## src/rtl/seg_ctrl_pkg.sv

```systemverilog
// -----------------------------------------------------------------------------
// seg_ctrl_pkg
// Shared definitions for the 7-segment display controller: register address
// map, CTRL bit positions and controller state encoding.
// -----------------------------------------------------------------------------
package seg_ctrl_pkg;

    typedef enum logic [1:0] {
        ADDR_DATA   = 2'd0,
        ADDR_CTRL   = 2'd1,
        ADDR_STATUS = 2'd2,
        ADDR_RSVD   = 2'd3
    } addr_e;

    localparam int CTRL_BLANK = 0;
    localparam int CTRL_TEST  = 1;
    localparam int CTRL_BLINK = 2;
    localparam int CTRL_W     = 3;

    typedef enum logic {
        S_LAMP = 1'b0,
        S_RUN  = 1'b1
    } state_e;

endpackage

```

## src/rtl/seg_display_ctrl_blink_timer.sv

```systemverilog
// -----------------------------------------------------------------------------
// blink_timer
// Blink prescaler: while en=1 counts 0..DIV-1 and toggles phase on each wrap.
// Dropping en clears both the count and the phase, so a fresh enable always
// starts with the display visible (phase=0).
// Ports:
//   clk    in   system clock
//   rst_n  in   asynchronous active-low reset
//   en     in   count enable / synchronous clear when low
//   phase  out  blink phase, 1 = blanked half-period
// -----------------------------------------------------------------------------
module blink_timer #(
    parameter int DIV = 25_000_000
) (
    input  logic clk,
    input  logic rst_n,
    input  logic en,
    output logic phase
);

    localparam int BW = (DIV > 1) ? $clog2(DIV) : 1;

    logic [BW-1:0] r_cnt;
    logic          r_phase;

    always_ff @(posedge clk or negedge rst_n) begin
        if (!rst_n) begin
            r_cnt   <= '0;
            r_phase <= 1'b0;
        end else if (!en) begin
            r_cnt   <= '0;
            r_phase <= 1'b0;
        end else if (r_cnt == BW'(DIV - 1)) begin
            r_cnt   <= '0;
            r_phase <= ~r_phase;
        end else begin
            r_cnt   <= r_cnt + 1'b1;
        end
    end

    assign phase = r_phase;

endmodule

```

## src/rtl/seg_display_ctrl.sv

```systemverilog
// -----------------------------------------------------------------------------
// seg_display_ctrl
// Processor-facing register block for the dual 7-segment display stage.
// Holds DATA/CTRL registers, runs a power-on lamp test, then drives the
// display from CTRL with optional blinking.
//
// Optional feature macro: SEG_BLINK_EN (instantiates the blink prescaler;
// without it CTRL[2] is storage only).
//
// Ports:
//   clk, rst_n          clock / async active-low reset
//   wr_en, rd_en        single-cycle bus strobes
//   addr[1:0]           register address (DATA, CTRL, STATUS, reserved)
//   wdata[7:0]          write data
//   rdata[7:0], rvalid  read data and its one-cycle valid pulse
//   disp_data[7:0]      display value, [7:4] high digit, [3:0] low digit
//   disp_blank          blank both digits
//   disp_test           lamp test (all segments lit)
//   busy                lamp test in progress
//
// State table:
//   S_LAMP | lamp test after reset, test forced on, busy=1
//   S_RUN  | normal display from CTRL, left only by reset
// -----------------------------------------------------------------------------
module seg_display_ctrl
    import seg_ctrl_pkg::*;
#(
    parameter int LAMP_CYCLES = 50_000_000,
    parameter int BLINK_DIV   = 25_000_000
) (
    input  logic       clk,
    input  logic       rst_n,
    input  logic       wr_en,
    input  logic       rd_en,
    input  logic [1:0] addr,
    input  logic [7:0] wdata,
    output logic [7:0] rdata,
    output logic       rvalid,
    output logic [7:0] disp_data,
    output logic       disp_blank,
    output logic       disp_test,
    output logic       busy
);

    localparam int LW = (LAMP_CYCLES > 1) ? $clog2(LAMP_CYCLES) : 1;

    state_e              r_state;
    logic [LW-1:0]       r_lamp_cnt;
    logic [7:0]          r_data;
    logic [CTRL_W-1:0]   r_ctrl;

    logic [7:0]          w_data_next;
    logic [CTRL_W-1:0]   w_ctrl_next;
    logic [7:0]          w_rd_value;
    logic                w_phase;
    logic                w_blank_run;

    // Outputs are computed from the post-write register values so a write
    // shows on disp_* the cycle after wr_en.
    always_comb begin
        w_data_next = r_data;
        w_ctrl_next = r_ctrl;
        if (wr_en) begin
            case (addr)
                ADDR_DATA: w_data_next = wdata;
                ADDR_CTRL: w_ctrl_next = wdata[CTRL_W-1:0];
                default:   ;
            endcase
        end
    end

    // Read mux sees the pre-write values: a same-cycle read+write returns old data.
    always_comb begin
        w_rd_value = 8'h00;
        case (addr)
            ADDR_DATA:   w_rd_value = r_data;
            ADDR_CTRL:   w_rd_value = {{(8 - CTRL_W){1'b0}}, r_ctrl};
            ADDR_STATUS: w_rd_value = {7'b0, (r_state == S_LAMP)};
            default:     w_rd_value = 8'h00;
        endcase
    end

`ifdef SEG_BLINK_EN
    // Enable follows the post-write CTRL so clearing blink_en takes effect
    // on the same edge as the write; LAMP holds the prescaler cleared.
    blink_timer #(
        .DIV (BLINK_DIV)
    ) u_blink_timer (
        .clk   (clk),
        .rst_n (rst_n),
        .en    ((r_state == S_RUN) && w_ctrl_next[CTRL_BLINK]),
        .phase (w_phase)
    );
`else
    assign w_phase = 1'b0;
`endif

    // Phase is masked by blink_en so the blank drops immediately when blinking
    // is switched off, even if the prescaler was mid blank half-period.
    assign w_blank_run = w_ctrl_next[CTRL_BLANK] | (w_phase & w_ctrl_next[CTRL_BLINK]);

    always_ff @(posedge clk or negedge rst_n) begin
        if (!rst_n) begin
            r_state    <= S_LAMP;
            r_lamp_cnt <= '0;
            r_data     <= 8'h00;
            r_ctrl     <= '0;
            rdata      <= 8'h00;
            rvalid     <= 1'b0;
            disp_data  <= 8'h00;
            disp_blank <= 1'b0;
            disp_test  <= 1'b1;
            busy       <= 1'b1;
        end else begin
            r_data    <= w_data_next;
            r_ctrl    <= w_ctrl_next;
            rvalid    <= rd_en;
            rdata     <= rd_en ? w_rd_value : 8'h00;
            disp_data <= w_data_next;

            case (r_state)
                S_LAMP: begin
                    if (r_lamp_cnt == LW'(LAMP_CYCLES - 1)) begin
                        r_state    <= S_RUN;
                        disp_test  <= w_ctrl_next[CTRL_TEST];
                        disp_blank <= w_blank_run;
                        busy       <= 1'b0;
                    end else begin
                        r_lamp_cnt <= r_lamp_cnt + 1'b1;
                        disp_test  <= 1'b1;
                        disp_blank <= 1'b0;
                        busy       <= 1'b1;
                    end
                end
                S_RUN: begin
                    disp_test  <= w_ctrl_next[CTRL_TEST];
                    disp_blank <= w_blank_run;
                    busy       <= 1'b0;
                end
                default: begin
                    r_state <= S_LAMP;
                end
            endcase
        end
    end

endmodule

```

## config.mk

```make
export PLATFORM = sky130hd
export DESIGN_NAME = seg_display_ctrl
export DESIGN_NICKNAME = d
export VERILOG_FILES = /design/src/rtl/seg_ctrl_pkg.sv /design/src/rtl/seg_display_ctrl_blink_timer.sv /design/src/rtl/seg_display_ctrl.sv
export SDC_FILE = /design/constraint.sdc
export NUM_CORES = 1
export LEC_CHECK = 0
export BUFFER_PORTS_ARGS = -buffer_cell sky130_fd_sc_hd__buf_2
export CAP_MARGIN = 30
export CORE_MARGIN = 2
export CORE_UTILIZATION = 55
export DETAILED_ROUTE_END_ITERATION = 10
export GPL_TIMING_DRIVEN = 0
export HOLD_SLACK_MARGIN = 0.12
export PLACE_DENSITY = 0.78
export SLEW_MARGIN = 30
export SYNTH_ARGS = -nofsm -noshare
export SYNTH_HDL_FRONTEND = slang
export SYNTH_SLANG_ARGS = --single-unit
```

## constraint.sdc

```tcl
create_clock -name clk -period 2.3 [get_ports clk]
set_clock_uncertainty 0.15 [all_clocks]
set_input_delay 0.23 -clock clk [delete_from_list [all_inputs] [get_ports clk]]
set_output_delay 0.23 -clock clk [all_outputs]
set_load 0.01 [all_outputs]
```

==> summary.md <==
| Metric | Value |
|---|---|
| Initial antenna violation count | `0` |
| Fmax | `473 MHz` |
| Syn_nets | `192` |
| Crit Reg-Reg Endpoint | `r_lamp_cnt[20]$_DFFE_PN0P_` |
| Busiest grt layer | `met2` |
| Delay of the slowest critical-path stage | `0.66 ns` |
| WHS Path Cells | `3` |
| DPL Wire Length | `2.88 mm` |
| Switch share | `21.3%` |
| WP buf/inv | `0` |
| YS warnings | `0` |
| Synth unique cells | `36` |
| P_sw | `0.390 mW` |
| Final WL | `4.14 mm` |
| CP arrival | `2.16 ns` |
| GR Layer Usage met3 | `4.22%` |
| Post_cts resized | `0` |
| Die W | `67.0 um` |
| Hold slack | `0.168 ns` |
| Wire per inst | `15.0 um` |
| Die area | `4490 um2` |
| Vias in the first global route | `1,548` |
| CTS Root Cell | `clkbuf_8` |
| Routed Antenna Nets | `0` |
| CP Capture Type | `flip-flop` |
| Bufs on Longest Clock Path | `2` |
| Flops & latches, synth | `50` |
| Synth area leader | `dfrtp_1` |
| Flop pwr share | `51.9%` |
| Clock Pin Slew Worst Setup and Hold Paths | `0.09 ns` |
| Met1 GRT Util | `24.4%` |
| Synth top area cells | `dfrtp_1 (55%), xnor2_1 (6.8%), mux2_2 (5.2%)` |
| Gpl congestion | `0.822` |
| CP Launch Point | `r_lamp_cnt[0]$_DFFE_PN0P_` |
| Power density over the cells | `688 nW/um2` |
| Core area | `3740 um2` |
| GRT Util Overall | `21.2%` |
| Cell area after synthesis | `2190 um2` |
| Total grt overflow | `0` |
| Final Cell Area | `2660 um2` |
| Top delay family on crit path | `simple AND/OR/NAND/NOR gates` |
| GR Layer Usage met2 | `39.1%` |
| Iter 0 DRT Violations | `76` |
| VDD IR-drop max | `0.649 mV` |
| CTS tree | `built` |
| CTS Sinks | `50` |
| # diodes | `0` |
| WP data required | `2.34 ns` |
| Clock power frac | `39.3%` |
| Logic pwr share | `8.8%` |
| Pleak | `1.24 nW` |
| Avg Inst Size Synth | `12.3 um2` |
| First-pass GRT wire length | `6.95 mm` |
| DRT Pass-1 Iters | `4` |
| Status | `complete, no violations` |
| Worst-Skew Late Latency | `0.30 ns` |
| TritonCTS Buffers | `5` |
| RSZ-0062 raised after global routing | `no` |
| DR vias | `1,503` |
| Post-synth top area share | `55.0%` |
| Vias per cell | `5.43` |
| Share of cells above drive strength 1 | `28.4%` |
| Crit Path Max Fanout | `7` |
| Largest net degree at the start of global routing | `51` |
| P_int | `1.44 mW` |
| Slew Limit Headroom | `47.9%` |
| Htree depth | `2` |
| Time the worst path needs with I/O delays and setup | `2.11 ns` |
| PortBufs | `32` |
| # setup viols final | `0` |
| Setup slack, reg-to-reg | `0.19 ns` |
| Row count | `22` |
| Hold endpoint | `rdata[2]$_DFF_PN0_` |
| Power consumption | `1.83 mW` |
| Hold Fails Final Rpt | `0` |
| Slew @ Worst Pin | `0.776 ns` |
| Hold Crit Start | `addr[1]` |
| Crit path kind | `flip-flop to flip-flop` |
| IO Count | `34` |
| Post-Synthesis Cells | `177` |
| Seq/Total Area, Yosys | `57.4%` |
| Final worst path period share | `91.8%` |
| CP startpoint kind | `flip-flop` |
| Final Max Slew Viols | `0` |
| Cell Area, Placed | `2410 um2` |
| Layout area overhead | `21.8%` |
| Critical-path cell list | `ha_1 > nand3_1 > nor3_1 > nand4_1 > xnor2_1` |
| Reg2reg path depth | `5` |
| Max_cap viols | `0` |
| Final nets | `243` |
| Crit-path slowest cell | `nor3_1` |
| Fin Setup TNS | `0 ns` |
| Post-layout util | `71.1%` |
| Worst hold-check path type | `primary input to flip-flop` |
| Starting density of the core | `58.4%` |
| Reg2reg start | `r_lamp_cnt[0]$_DFFE_PN0P_` |
| Die height | `67.0 um` |
| DRC | `0` |
-- worst register-to-register path, delay by kind of cell, from the launching register on --
family | cells | cell delay (ns)
XOR/XNOR | 1 | 0.17
AND/OR/NAND/NOR | 3 | 1.06
adder cells (fa/ha/maj) | 1 | 0.19
flip-flops | 1 | 0.43
-- logic make-up after synthesis --
logic type / after synthesis / share of synthesized area (%)
muxes: 15 / 7.50
DFF: 50 / 57.4
buffers and inverters: 12 / 2.17
adders and majority gates: 1 / 0.572
xor gates and xnor gates: 25 / 10.0
AOI/OAI and AO/OA: 12 / 5.09
and+or+nand+nor: 62 / 17.3
-- cell usage after synthesis --
master and count:
ha_1 1, inv_1 6, dfstp_2 2, xor2_1 8, a21oi_1 3, nand4b_1 2, a21oi_2 1, or3_1 2
nor4_1 1, nor4b_1 1, nor2_1 8, nand3_2 1, a2111oi_2 4, clkbuf_1 4, nand3_1 8, nand2_1 8
and2_1 7, and3_1 1, buf_2 2, o21ai_0 1, a211oi_1 3, nand4_1 8, nand2b_1 2, mux2_2 10
mux2_1 1, xnor2_1 17, or2_2 1, nor3b_2 1, nor2b_1 1, nor3_1 3, and4_1 4, or2_1 1
nor4_4 1, mux2i_1 4, nand3b_1 1, dfrtp_1 48
-- cells in the final DEF, fill, tap and decap left out, drive strengths merged --
| cell type | n |
|---|---|
| or3 | 2 |
| and4 | 4 |
| and3 | 1 |
| bufinv | 2 |
| nor3 | 3 |
| a211oi | 3 |
| and2 | 7 |
| nand2b | 2 |
| nand4b | 2 |
| mux2i | 4 |
| nor4b | 1 |
| inv | 6 |
| nand4 | 8 |
| dlygate4sd3 | 10 |
| nor3b | 1 |
| dfrtp | 48 |
| nand2 | 8 |
| mux2 | 11 |
| a21oi | 4 |
| nand3b | 1 |
| nor2b | 1 |
| buf | 36 |
| nand3 | 9 |
| a2111oi | 4 |
| clkinv | 1 |
| dfstp | 2 |
| nor2 | 8 |
| or2 | 2 |
| ha | 1 |
| o21ai | 1 |
| xor2 | 8 |
| xnor2 | 17 |
| nor4 | 2 |
| clkbuf | 9 |
-- power by group through the flow --
stage,registers [mW],logic [mW],clock network (mW)
finish,0.950,0.161,0.720
global route,0.955,0.175,0.766
CTS,0.949,0.161,0.737
detailed placement,0.966,0.147,0
global placement,0.963,0.143,0
floorplan,0.981,0.0549,0
-- metal layers --
metal	vias to the layer above	wire (um)	part of all wire, %
met5	-	0	0
met4	0	56	1.4
met3	5	132	3.2
met2	31	2220	54
met1	744	1730	42
li1	723	-	-
-- worst max path at each step --
stage | endpoint | slack [ns] | depth (start not counted)
3_5_place_dp | r_lamp_cnt[1]$_DFFE_PN0P_ | 0.16 | 5
6_report | r_lamp_cnt[20]$_DFFE_PN0P_ | 0.19 | 5
2_1_floorplan | r_lamp_cnt[1]$_DFFE_PN0P_ | 0.45 | 5
3_3_place_gp | r_lamp_cnt[1]$_DFFE_PN0P_ | 0.21 | 5
4_1_cts | r_lamp_cnt[1]$_DFFE_PN0P_ | 0.15 | 5
5_1_grt | r_lamp_cnt[14]$_DFFE_PN0P_ | 0.02 | 5
-- final cells by class --
class	instances	area (um2)
well taps	48	60.1
repair buffers	44	278
fillers	271	1080
multi-input cells	115	885
flip-flops and latches	50	1250
inverters	6	22.5
clock buffers	5	68.8
plain buffers	6	25.0
clock inverters	3	68.8
-- through the flow --
stage               cells  setup slack, ns
floorplan             177            0.445
global placement      257            0.208
detailed placement    257            0.155
CTS                   275            0.152
global route          277           0.0229
finish                277            0.188
-- flip-flops by register name, summed over array words and instances (netlist names) --
register	cells
r_lamp_cnt	26
r_data	8
rdata	8
r_ctrl	3
busy	1
disp_blank	1
disp_test	1
r_state	1
rvalid	1
-- repair_timing --
action | in CTS | in global routing
setup buffers | 0 | 2
setup endpoints to repair | 0 | 1
hold endpoints to repair | 64 | 0
hold buffers | 10 | 0
No activity file was read; power rests on OpenSTA's default activity.
